[config.mk]
export PLATFORM = sky130hd
export DESIGN_NAME = jt12_lfo_gen
export DESIGN_NICKNAME = d
export VERILOG_FILES = /design/src/rtl/jt12_lfo_pkg.sv /design/src/rtl/jt12_lfo_shape.sv /design/src/rtl/jt12_lfo_gen.sv
export SDC_FILE = /design/constraint.sdc
export NUM_CORES = 1
export LEC_CHECK = 0
export ABC_AREA = 1
export BUFFER_PORTS_ARGS = -buffer_cell sky130_fd_sc_hd__buf_2
export CORE_MARGIN = 5
export CORE_UTILIZATION = 47
export DETAILED_ROUTE_END_ITERATION = 10
export PLACE_DENSITY_LB_ADDON = 0.15
export SKIP_CTS_REPAIR_TIMING = 1
export SYNTH_ARGS = -nofsm -noshare
export SYNTH_HDL_FRONTEND = slang
export SYNTH_SLANG_ARGS = --single-unit
[constraint.sdc]
create_clock -name clk -period 1.3 [get_ports clk]
set_input_delay 0.26 -clock clk [delete_from_list [all_inputs] [get_ports clk]]
set_output_delay 0.26 -clock clk [all_outputs]
set_load 0.005 [all_outputs]
[src/rtl/jt12_lfo_pkg.sv]
// Shared LFO definitions: prescaler limit table, PM width, rate lookup and control decode.
// Used by jt12_lfo_gen and jt12_lfo_shape.
package jt12_lfo_pkg;

    localparam int unsigned PM_W  = 5;
    localparam int unsigned LIM_W = 7;

    // Zero-strobe limit per lfo_freq; one phase step every limit+1 strobes
    localparam logic [LIM_W-1:0] LFO_LIMIT [8] = '{
        7'd108, 7'd78, 7'd71, 7'd67, 7'd62, 7'd44, 7'd8, 7'd5
    };

    typedef enum logic [1:0] {
        ACT_IDLE,
        ACT_RESTART,
        ACT_DISABLE,
        ACT_COUNT
    } lfo_act_e;

    function automatic logic [LIM_W-1:0] lfo_limit(input logic [2:0] rate);
        return LFO_LIMIT[rate];
    endfunction

endpackage

[src/rtl/jt12_lfo_shape.sv]
// Registered phase -> AM triangle / PM step index mapping for the LFO.
// Only instanced when JT12_LFO_WAVE_EN is defined.
module jt12_lfo_shape
    import jt12_lfo_pkg::*;
#(
    parameter int unsigned MW = 7
)(
    input  logic            i_clk,
    input  logic            i_rst_n,
    input  logic            i_clk_en,
    input  logic            i_clr,
    input  logic [MW-1:0]   i_phase,
    output logic [MW-2:0]   o_am,
    output logic [PM_W-1:0] o_pm
);

    logic [MW-2:0]   w_am;
    logic [MW-2:0]   r_am;
    logic [PM_W-1:0] r_pm;

    // Upper half of the phase folds back so the AM output is a triangle
    assign w_am = i_phase[MW-1] ? ~i_phase[MW-2:0] : i_phase[MW-2:0];

    always_ff @(posedge i_clk or negedge i_rst_n) begin
        if (!i_rst_n) begin
            r_am <= '0;
            r_pm <= '0;
        end else if (i_clr) begin
            r_am <= '0;
            r_pm <= '0;
        end else if (i_clk_en) begin
            r_am <= w_am;
            r_pm <= i_phase[MW-1 -: PM_W];
        end
    end

    assign o_am = r_am;
    assign o_pm = r_pm;

endmodule

[src/rtl/jt12_lfo_gen.sv]
// Parametrised FM LFO: prescales the zero strobe by a rate limit and advances an MW-bit phase.
// Define JT12_LFO_WAVE_EN to build the registered AM/PM shaping; otherwise lfo_am/lfo_pm are 0.
module jt12_lfo_gen
    import jt12_lfo_pkg::*;
#(
    parameter int unsigned CW   = 7,
    parameter int unsigned MW   = 7,
    parameter int unsigned HOLD = 0
)(
    input  logic            clk,
    input  logic            rst_n,
    input  logic            clk_en,
    input  logic            zero,
    input  logic            lfo_en,
    input  logic            lfo_rst,
    input  logic [2:0]      lfo_freq,
    output logic [MW-1:0]   lfo_phase,
    output logic            lfo_tick,
    output logic [MW-2:0]   lfo_am,
    output logic [PM_W-1:0] lfo_pm
);

    lfo_act_e      w_act;
    logic [CW-1:0] w_limit;
    logic [CW-1:0] r_cnt;
    logic [CW-1:0] w_cnt_nxt;
    logic [MW-1:0] r_phase;
    logic [MW-1:0] w_phase_nxt;
    logic          r_tick;
    logic          w_tick_nxt;

    assign w_limit = CW'(lfo_limit(lfo_freq));

    // Restart ignores clk_en; disable and counting are clk_en-qualified
    always_comb begin
        w_act = ACT_IDLE;
        if (lfo_rst) begin
            w_act = ACT_RESTART;
        end else if (!lfo_en) begin
            if (clk_en) w_act = ACT_DISABLE;
        end else if (clk_en && zero) begin
            w_act = ACT_COUNT;
        end
    end

    always_comb begin
        w_cnt_nxt   = r_cnt;
        w_phase_nxt = r_phase;
        w_tick_nxt  = 1'b0;
        case (w_act)
            ACT_RESTART: begin
                w_cnt_nxt   = '0;
                w_phase_nxt = '0;
            end
            ACT_DISABLE: begin
                if (HOLD == 0) begin
                    w_cnt_nxt   = '0;
                    w_phase_nxt = '0;
                end
            end
            ACT_COUNT: begin
                // >= so a count left above a newly lowered limit wraps at once
                if (r_cnt >= w_limit) begin
                    w_cnt_nxt   = '0;
                    w_phase_nxt = r_phase + MW'(1);
                    w_tick_nxt  = 1'b1;
                end else begin
                    w_cnt_nxt = r_cnt + CW'(1);
                end
            end
            default: ;
        endcase
    end

    always_ff @(posedge clk or negedge rst_n) begin
        if (!rst_n) begin
            r_cnt   <= '0;
            r_phase <= '0;
            r_tick  <= 1'b0;
        end else begin
            r_cnt   <= w_cnt_nxt;
            r_phase <= w_phase_nxt;
            r_tick  <= w_tick_nxt;
        end
    end

    assign lfo_phase = r_phase;
    assign lfo_tick  = r_tick;

`ifdef JT12_LFO_WAVE_EN
    logic w_shape_clr;

    assign w_shape_clr = (w_act == ACT_RESTART) || ((w_act == ACT_DISABLE) && (HOLD == 0));

    jt12_lfo_shape #(
        .MW (MW)
    ) u_shape (
        .i_clk    (clk),
        .i_rst_n  (rst_n),
        .i_clk_en (clk_en),
        .i_clr    (w_shape_clr),
        .i_phase  (r_phase),
        .o_am     (lfo_am),
        .o_pm     (lfo_pm)
    );
`else
    assign lfo_am = '0;
    assign lfo_pm = '0;
`endif

endmodule

==> results of run 1 <==
stage by stage:
step	power [mW]	instances	setup TNS [ps]	hold slack, ps	worst slack, ps
floorplan	0.657	164	-3590	-35.6	-295
finish	1.11	222	-2750	305	-213
global route	1.21	222	-4220	293	-329
CTS	1.02	217	-3100	-132	-249
detailed placement	0.743	213	-7480	186	-554
global placement	0.734	213	-6580	177	-481
logic make-up after synthesis:
group | Yosys count | share of synthesized area
simple gates | 86 | 0.338
buf+inv | 27 | 0.123
flops | 15 | 0.323
fa+ha+maj | 9 | 0.0969
compound gates | 8 | 0.0560
xor+xnor | 8 | 0.0603
other cells | 1 | 0.00323
synthesized netlist by cell type (4+ instances only):
cell | number | share of area
a21oi_1 | 4 | 0.017
nand3_1 | 6 | 0.026
ha_1 | 9 | 0.097
buf_4 | 11 | 0.071
nor2_1 | 17 | 0.055
dfrtp_1 | 15 | 0.32
nand2_1 | 53 | 0.17
xor2_1 | 8 | 0.060
inv_1 | 14 | 0.045
metal layers:
metal | vias up | GRT usage
met3 | 12 | 0.0238
li1 | 533 | -
met4 | 0 | 0.0759
met2 | 29 | 0.270
met5 | - | 0
met1 | 485 | 0.190
worst max-delay path, cell delays in order, from the launching register on:
cell and delay [ps]:
dfrtp_1 400, ha_1 300, nand2_2 90, inv_2 50, a21oi_4 200, nand3_4 160, nand2_8 130, nand2_1 60
nand2_1 70
cell usage in the layout, fill, tap and decap left out, types with 4 or more instances in the layout:
cell type	count
nand2_1	48
conb_1	11
nand3_1	6
nor2_1	11
buf_4	17
inv_1	11
nor2_2	5
dfrtp_1	15
nand2_2	6
xor2_1	7
buf_2	15
ha_1	5
ha_4	4
final timing paths:
kind | from | end | slack, ps | depth (start not counted)
min reg2reg | lfo_phase[6]$_DFFE_PN0P_ | lfo_phase[6]$_DFFE_PN0P_ | 520 | 2
min in group asynchronous | rst_n | lfo_phase[0]$_DFFE_PN0P_ | 390 | 2
max in group asynchronous | rst_n | r_cnt[0]$_DFFE_PN0P_ | 650 | 2
min | lfo_rst | r_cnt[4]$_DFFE_PN0P_ | 310 | 4
max reg2reg | r_cnt[5]$_DFFE_PN0P_ | lfo_phase[2]$_DFFE_PN0P_ | -210 | 8
max | r_cnt[5]$_DFFE_PN0P_ | lfo_phase[2]$_DFFE_PN0P_ | -210 | 8
registers in the layout (all words and copies together) (netlist names):
name,count
lfo_tick,1
r_cnt,7
lfo_phase,7
cell type report:
class | instances | area (um2) | share of cell area
multi-input cells | 122 | 802 | 0.517
flip-flops and latches | 15 | 375 | 0.242
repair buffers | 35 | 235 | 0.152
inverters | 16 | 72.6 | 0.0468
well taps | 30 | 37.5 | 0.0242
clock buffers | 3 | 22.5 | 0.0145
clock inverters | 1 | 5.00 | 0.00323
power groups by stage:
stage	clock network, mW	registers, mW	logic (mW)
4_1_cts	0.285	0.495	0.240
2_1_floorplan	0	0.502	0.155
3_5_place_dp	0	0.504	0.239
3_3_place_gp	0	0.501	0.233
6_report	0.281	0.497	0.337
5_1_grt	0.322	0.499	0.390
==> out/results.tsv, run 1 <==
stage	metric	value	unit
status	run status	complete, but fails checks	
status	failing checks	negative setup slack	
sta	setup slack after layout	-213	ps
setup_path	CP Capture Type	register	
power_and_ir_drop	switching share of total power	0.315	
synth	Yosys Warn Count	0	
clocking	TritonCTS clock tree	done	
floorplanning	Die Y	59.7	um
routing	DR iter-0 viols	21	
synth	Post-Syn Instances	154	
routing	wire length on met1	1030	um
place	global placement routability congestion	0.817	
synth	count of cell types in the netlist	22	
worst_hold_path	Hold WC Path Type	in -> reg	
power_and_ir_drop	Pint	0.763	mW
synth	asr flop ratio synth	1.00	
routing	DR vias/cell	4.77	
clocking	number of H-tree levels	1	
routing	highest routed layer	met4	
sta	minimum clock period	1510	ps
global_routing	total congestion overflow	0	
clocking	Reg clk slew, reported paths	100	ps
power_and_ir_drop	Cell Pwr Density	719	nW/um2
global_routing	initial antenna violation count	0	
layout	Fill cells	201	
synth	area of the mapped netlist	1160	um2
routing	via count	1059	
synth	number of flops mapped to enable cells by yosys	0	
routing	first drt pass iteration count	4	
place	placed inst area	1360	um2
setup_path	crit path launch type	register	
routing	DRT Wirelength	2610	um
sta	Setup Skew	4.73	ps
floorplanning	starting density of the core	0.482	
routing	routed len/inst	11.7	um
layout	post-layout instance area	1550	um2
sta	max-slew violation count	0	
sta	final hold violations	0	
flow_run	max_cap viols	0	
global_routing	largest net degree at the start of global routing	16	
floorplanning	width of the die	59.7	um
routing	DRC	0	
routing	WL met3	109	um
clocking	Clock Path Buffers	2	
floorplanning	Die ar.	3570	um2
setup_path	crit path DAT	1740	ps
floorplanning	# rows	18	
power_and_ir_drop	part of the power in the clock network	0.252	
floorplanning	io pins	28	
power_and_ir_drop	switching pwr	0.351	mW
setup_path	Worst Setup Path Type	reg -> reg	
place	dpl hpwl	1940	um
place	PortBufs	16	
layout	nets	211	
clocking	worst skew pair latency	290	ps
synth	syn_area_per_cell	7.55	um2
synth	Synth Flop Type	dfrtp_1	
setup_path	Worst Path Required	1530	ps
routing	Final ANT Viol Nets	0	
sta	FMAX	661	MHz
sta	Final setup viols	15	
global_routing	global-route usage over all layers	0.157	
synth	number of synthesized register bits	15	
clocking	root buf cell	clkbuf_4	
sta	unrepaired setup endpoints after global routing	yes	
synth	sequential fraction of the synthesis area	0.323	
layout	share of layout cells above drive strength 1	0.370	
setup_path	largest fanout on the critical path	8	
layout	Syn-to-layout area delta	33.4	%
power_and_ir_drop	Leak	0.805	nW
clocking	Inserted Clock Buffers	3	
global_routing	vias in the first global route	1030	
global_routing	first-pass GRT wire length	4300	um
clocking	clk sinks	15	
layout	Finished Core Util	0.643	
power_and_ir_drop	Logic pwr share	0.303	
layout	Ant. Diodes	0	
power_and_ir_drop	sequential power share	0.446	
power_and_ir_drop	Peak VDD IR	592	uV
routing	DR WL met2	1360	um
floorplanning	core area	2410	um2
sta	Final Cycle Share	1.16	
Note: power is estimated with default switching activity, not from simulation.
==> run 2, diff against run 1 <==
- REMOVE_ABC_BUFFERS: default -> 1
==> run 2 against run 1 <==
Largest power group unchanged; highest routed layer unchanged; sequential share of layout area is 1.2 points higher; first-iteration DRC count up 43%; clock skew up 11 ps; combinational power shrank 18%; sequential cell count stayed put; count of clock-buffer cells in the layout rose by 1; critical path depth grew 6; the flow still finishes with violations (negative setup slack); cell count decreased by 0.90%; worst hold slack lost 30 ps.
==> out/results.tsv, run 2 (synthesis gave the netlist of run 1 again) <==
stage	metric	value	unit	change
setup_path	crit-path max cell delay	230	ps	-170 ps
layout	Ant. Diodes	0		unchanged
routing	via count	1027		-3.0%
layout	nets	209		-0.95%
routing	DRC	0		unchanged
floorplanning	Die ar.	3570	um2	unchanged
layout	Finished Core Util	0.613		-0.0301
place	placed inst area	1340	um2	-1.2%
layout	Syn-to-layout area delta	27.1	%	
clocking	TritonCTS clock tree	done		
global_routing	global-route usage over all layers	0.150		-0.00695
status	run status	complete, but fails checks		
floorplanning	# rows	18		unchanged
routing	Final ANT Viol Nets	0		unchanged
power_and_ir_drop	Peak VDD IR	567	uV	-4.2%
floorplanning	core area	2410	um2	unchanged
sta	max-slew violation count	0		unchanged
global_routing	met1 Resource Use GR	0.163		-0.0275
layout	most common cell after layout, fill and taps aside	nand2_1		
sta	Final Hold Slack	275	ps	-30.2 ps
power_and_ir_drop	Cell Pwr Density	702	nW/um2	-2.4%
layout	Cell Count, Final, Fillers Out	220		-0.90%
sta	FMAX	640	MHz	-3.1%
routing	DR vias/cell	4.67		-2.1%
place	dpl cells	213		unchanged
routing	first drt pass iteration count	4		unchanged
global_routing	total congestion overflow	0		unchanged
place	PortBufs	16		unchanged
global_routing	largest net degree at the start of global routing	16		unchanged
layout	share of layout cells above drive strength 1	0.305		-0.0645
floorplanning	starting density of the core	0.482		unchanged
global_routing	first-pass GRT wire length	4080	um	-5.1%
global_routing	initial antenna violation count	0		unchanged
sta	setup slack after layout	-262	ps	-48.5 ps
global_routing	met2 Use GR	0.272		+0.00154
sta	setup TNS	-3250	ps	-504 ps
power_and_ir_drop	Leak	0.791	nW	-1.8%
worst_hold_path	Hold WC Path Type	in -> reg		
setup_path	CP Cell Sequence	buf_2 > inv_1 > or2_4 > a21oi_2 > ha_4 > nand2_1 > inv_1 > nand2_1 > nand2_1 > nand2_2 > nand3_4 > nand2_8 > inv_4 > nor2_2		
global_routing	grt met3 use	0.0238		unchanged
setup_path	crit path DAT	1770	ps	+30 ps
global_routing	vias in the first global route	955		-7.3%
setup_path	Worst Path Required	1510	ps	-20 ps
clocking	Inserted Clock Buffers	3		unchanged
setup_path	Worst Setup Path Type	in -> reg		
floorplanning	io pins	28		unchanged
flow_run	max_cap viols	0		unchanged
sta	Final Cycle Share	1.20		+0.0373
layout	Multi-input gate area	758	um2	-5.5%
place	dpl hpwl	1960	um	+0.91%
clocking	root buf cell	clkbuf_4		
setup_path	largest fanout on the critical path	8		unchanged
layout	Fill cells	227		+13%
sta	Setup Skew	16.1	ps	+11.4 ps
clocking	worst skew pair latency	290	ps	about the same
status	failing checks	negative setup slack		
clocking	Reg clk slew, reported paths	100	ps	about the same
clocking	number of H-tree levels	1		unchanged
setup_path	crit path launch type	input pin		
place	global placement routability congestion	0.811		-0.80%
routing	routed len/inst	11.3	um	-4.2%
sta	minimum clock period	1560	ps	+48.5 ps
global_routing	GR peak layer	met2		
sta	Final setup viols	15		unchanged
clocking	clk sinks	15		unchanged
routing	DR iter-0 viols	30		+43%
floorplanning	width of the die	59.7	um	unchanged
setup_path	most frequent CP cell	nand2_1		
sta	unrepaired setup endpoints after global routing	yes		
layout	register area	375	um2	unchanged
floorplanning	Die Y	59.7	um	unchanged
layout	post-layout instance area	1480	um2	-4.7%
clocking	Clock Path Buffers	2		unchanged
power_and_ir_drop	power consumption	1.04	mW	-6.9%
setup_path	Critical Path Slowest Stage Cell	or2_4		
routing	DRT Wirelength	2480	um	-5.0%
place	dpl ws	-605	ps	-51.5 ps
layout	most frequent cells in the layout	51 x nand2_1, 16 x buf_2, 15 x dfrtp_1		
sta	final hold violations	0		unchanged
setup_path	CP Capture Type	register		
## run 2: worst paths after layout
| check | cells after the start | startpoint | to | slack (ps) |
|---|---|---|---|---|
| worst max-delay path | 14 | lfo_freq[0] | r_cnt[6]$_DFFE_PN0P_ | -260 |
| worst min-delay path | 4 | lfo_rst | r_cnt[4]$_DFFE_PN0P_ | 280 |
| worst max register to register | 8 | r_cnt[4]$_DFFE_PN0P_ | r_cnt[6]$_DFFE_PN0P_ | -260 |
| worst min register to register | 2 | lfo_phase[6]$_DFFE_PN0P_ | lfo_phase[6]$_DFFE_PN0P_ | 510 |
| max in group asynchronous | 2 | rst_n | lfo_phase[2]$_DFFE_PN0P_ | 640 |
| min in group asynchronous | 2 | rst_n | lfo_tick$_DFF_PN0_ | 390 |
## run 2: per-layer routing
layer | wire length [um] | part of all wire
met1 | 971 | 0.39
met2 | 1370 | 0.55
met3 | 81 | 0.033
met4 | 57 | 0.023
met5 | 0 | 0
## run 2: layout make-up
cell class,instances,share of cell area
sequential,15,0.254
clock buffer,4,0.0178
tap,30,0.0254
inverter,16,0.0423
timing repair buffer,33,0.147
multi-input combinational,122,0.513
## run 2: power by group
part / total (mW) / switching, mW / internal, mW
registers: 0.492 / 0.00844 / 0.484
logic: 0.277 / 0.156 / 0.120
clock network: 0.269 / 0.150 / 0.119
## run 2: worst max-delay path, delay by kind of cell
| kind | cells | cell delay [ps] |
|---|---|---|
| buf+inv | 4 | 240 |
| simple gates | 8 | 840 |
| compound gates | 1 | 190 |
| fa+ha+maj | 1 | 230 |
==> run 3, diff against run 2 <==
- CORE_UTILIZATION: 47 -> 50
- CTS_BUF_LIST: default -> sky130_fd_sc_hd__clkbuf_2
==> run 3 against run 2 <==
The run still ends with negative setup slack left; critical path depth is 6 lower; sequential share of layout area is 0.15 points lower; non-clock buffer count stayed put; first-iteration DRC count is 13% lower; combinational power is 2% higher; die area is 5.0% lower; worst hold slack better by 5.4 ps; largest cell class unchanged.
==> out/results.tsv, run 3 (synthesis gave the netlist of run 1 again) <==
stage	metric	value	unit	change
setup_path	worst r2r path cells	8		unchanged
floorplanning	Die Y	58.2	um	-2.5%
global_routing	largest net degree at the start of global routing	16		unchanged
setup_path	Worst Setup Path Type	reg -> reg		
setup_path	crit path DAT	1730	ps	-40 ps
routing	DR vias/cell	4.55		-2.5%
layout	Finished Core Util	0.672		+0.0588
clocking	root buf cell	clkbuf_2		
status	failing checks	negative setup slack		
clocking	number of H-tree levels	1		unchanged
setup_path	RR Endpoint	r_cnt[3]$_DFFE_PN0P_		
global_routing	total congestion overflow	0		unchanged
place	global placement routability congestion	0.849		+4.8%
worst_hold_path	Hold Crit Depth	4		unchanged
setup_path	crit path launch type	register		
routing	DRC	0		unchanged
floorplanning	starting density of the core	0.525		+0.0431
setup_path	Worst Path Required	1530	ps	+20 ps
place	dpl hpwl	1840	um	-6.3%
setup_path	worst reg2reg startpoint	r_cnt[5]$_DFFE_PN0P_		
layout	share of layout cells above drive strength 1	0.342		+0.0368
sta	max-slew violation count	0		unchanged
routing	DR iter-0 viols	26		-13%
setup_path	CP Capture Type	register		
global_routing	vias in the first global route	972		+1.8%
floorplanning	width of the die	58.2	um	-2.5%
routing	routed len/inst	10.9	um	-3.4%
layout	most common cell after layout, fill and taps aside	nand2_1		
worst_hold_path	Hold Startpoint	lfo_rst		
clocking	Reg clk slew, reported paths	150	ps	+50 ps
sta	unrepaired setup endpoints after global routing	yes		
sta	minimum clock period	1510	ps	-55.5 ps
flow_run	max_cap viols	0		unchanged
clocking	clk sinks	15		unchanged
status	run status	complete, but fails checks		
global_routing	global-route usage over all layers	0.146		-0.00419
layout	register area	375	um2	unchanged
sta	setup slack after layout	-206	ps	+55.5 ps
routing	DRT Wirelength	2370	um	-4.3%
layout	most frequent cells in the layout	49 x nand2_1, 16 x buf_2, 15 x dfrtp_1		
sta	Setup Skew	3.55	ps	-12.6 ps
floorplanning	# rows	17		-1
routing	Final ANT Viol Nets	0		unchanged
power_and_ir_drop	Cell Pwr Density	675	nW/um2	-3.9%
sta	Final Hold Slack	281	ps	+5.39 ps
layout	nets	209		unchanged
place	PortBufs	16		unchanged
power_and_ir_drop	Peak VDD IR	587	uV	+3.5%
clocking	TritonCTS clock tree	done		
clocking	Inserted Clock Buffers	3		unchanged
power_and_ir_drop	power consumption	1.00	mW	-3.3%
power_and_ir_drop	Leak	0.790	nW	about the same
global_routing	initial antenna violation count	0		unchanged
layout	Syn-to-layout area delta	27.9	%	
layout	Fill cells	191		-16%
floorplanning	io pins	28		unchanged
floorplanning	Die ar.	3390	um2	-5.0%
layout	Ant. Diodes	0		unchanged
worst_hold_path	Hold WC Path Type	in -> reg		
clocking	worst skew pair latency	280	ps	about the same
layout	Multi-input gate area	772	um2	+1.8%
routing	first drt pass iteration count	4		unchanged
setup_path	largest fanout on the critical path	8		unchanged
sta	Final setup viols	15		unchanged
global_routing	first-pass GRT wire length	3860	um	-5.4%
routing	via count	992		-3.4%
sta	Final Cycle Share	1.16		-0.0427
floorplanning	core area	2210	um2	-8.2%
sta	FMAX	664	MHz	+3.7%
clocking	Clock Path Buffers	2		unchanged
sta	final hold violations	0		unchanged
place	dpl ws	-605	ps	+0.187 ps
setup_path	Reg2Reg Setup Slack	-210	ps	+60 ps
worst_hold_path	hold path endpoint	r_cnt[4]$_DFFE_PN0P_		
-- run 3: cell types whose count changed in the layout (fill, tap and decap cells not counted), moves of 2 or more --
cell,delta
clkbuf_2,+3
clkbuf_4,-3
inv_1,-3
inv_2,+3
nand2_1,-2
nand2_2,+2
nor2_2,+3
nor2_4,-2
-- run 3: worst max-delay path, stage by stage, from the launching register on --
cell and delay [ps]:
dfrtp_1 420, ha_1 320, nand2_2 80, inv_2 50
a21oi_4 180, nand3_4 160, nand2_8 140, inv_4 50
nor2_2 70
-- run 3: report_power, final --
part | leakage [nW] | internal (mW) | switching [mW] | total, mW
Sequential | 0.209 | 0.484 | 0.0117 | 0.496
Clock | 0.0164 | 0.0697 | 0.154 | 0.224
Combinational | 0.565 | 0.133 | 0.150 | 0.283
-- run 3: final cells by class --
cell class              instances  share of cell area
inverters                      16              0.0421
multi-input cells             122               0.519
repair buffers                 33               0.149
clock inverters                 1             0.00337
well taps                      28              0.0236
clock buffers                   3              0.0101
flip-flops and latches         15               0.253
-- run 3: per-layer routing --
metal	wire [um]	GRT usage	vias up
li1	-	-	531
met1	1020	0.175	433
met2	1210	0.256	22
met3	94	0.0200	6
met4	51	0.0695	0
met5	0	0	-
-- run 3: how the worst max path moves through the flow --
stage / slack, ps / depth (start not counted) / endpoint / startpoint
5_1_grt: -290 / 8 / lfo_phase[1]$_DFFE_PN0P_ / r_cnt[5]$_DFFE_PN0P_
2_1_floorplan: -390 / 13 / r_cnt[3]$_DFFE_PN0P_ / lfo_freq[0]
3_3_place_gp: -510 / 12 / r_cnt[2]$_DFFE_PN0P_ / lfo_freq[0]
4_1_cts: -310 / 12 / r_cnt[3]$_DFFE_PN0P_ / lfo_freq[0]
3_5_place_dp: -610 / 12 / r_cnt[3]$_DFFE_PN0P_ / lfo_freq[0]
6_report: -210 / 8 / r_cnt[3]$_DFFE_PN0P_ / r_cnt[5]$_DFFE_PN0P_
-- run 3: metrics by stage --
| step | cell area [um2] | std cells | setup TNS, ps |
|---|---|---|---|
| 3_5_place_dp | 1330 | 210 | -8290 |
| 2_1_floorplan | 1120 | 153 | -5200 |
| 5_1_grt | 1490 | 218 | -3950 |
| 4_1_cts | 1350 | 214 | -3850 |
| 3_3_place_gp | 1330 | 210 | -7060 |
| 6_report | 1490 | 218 | -2610 |
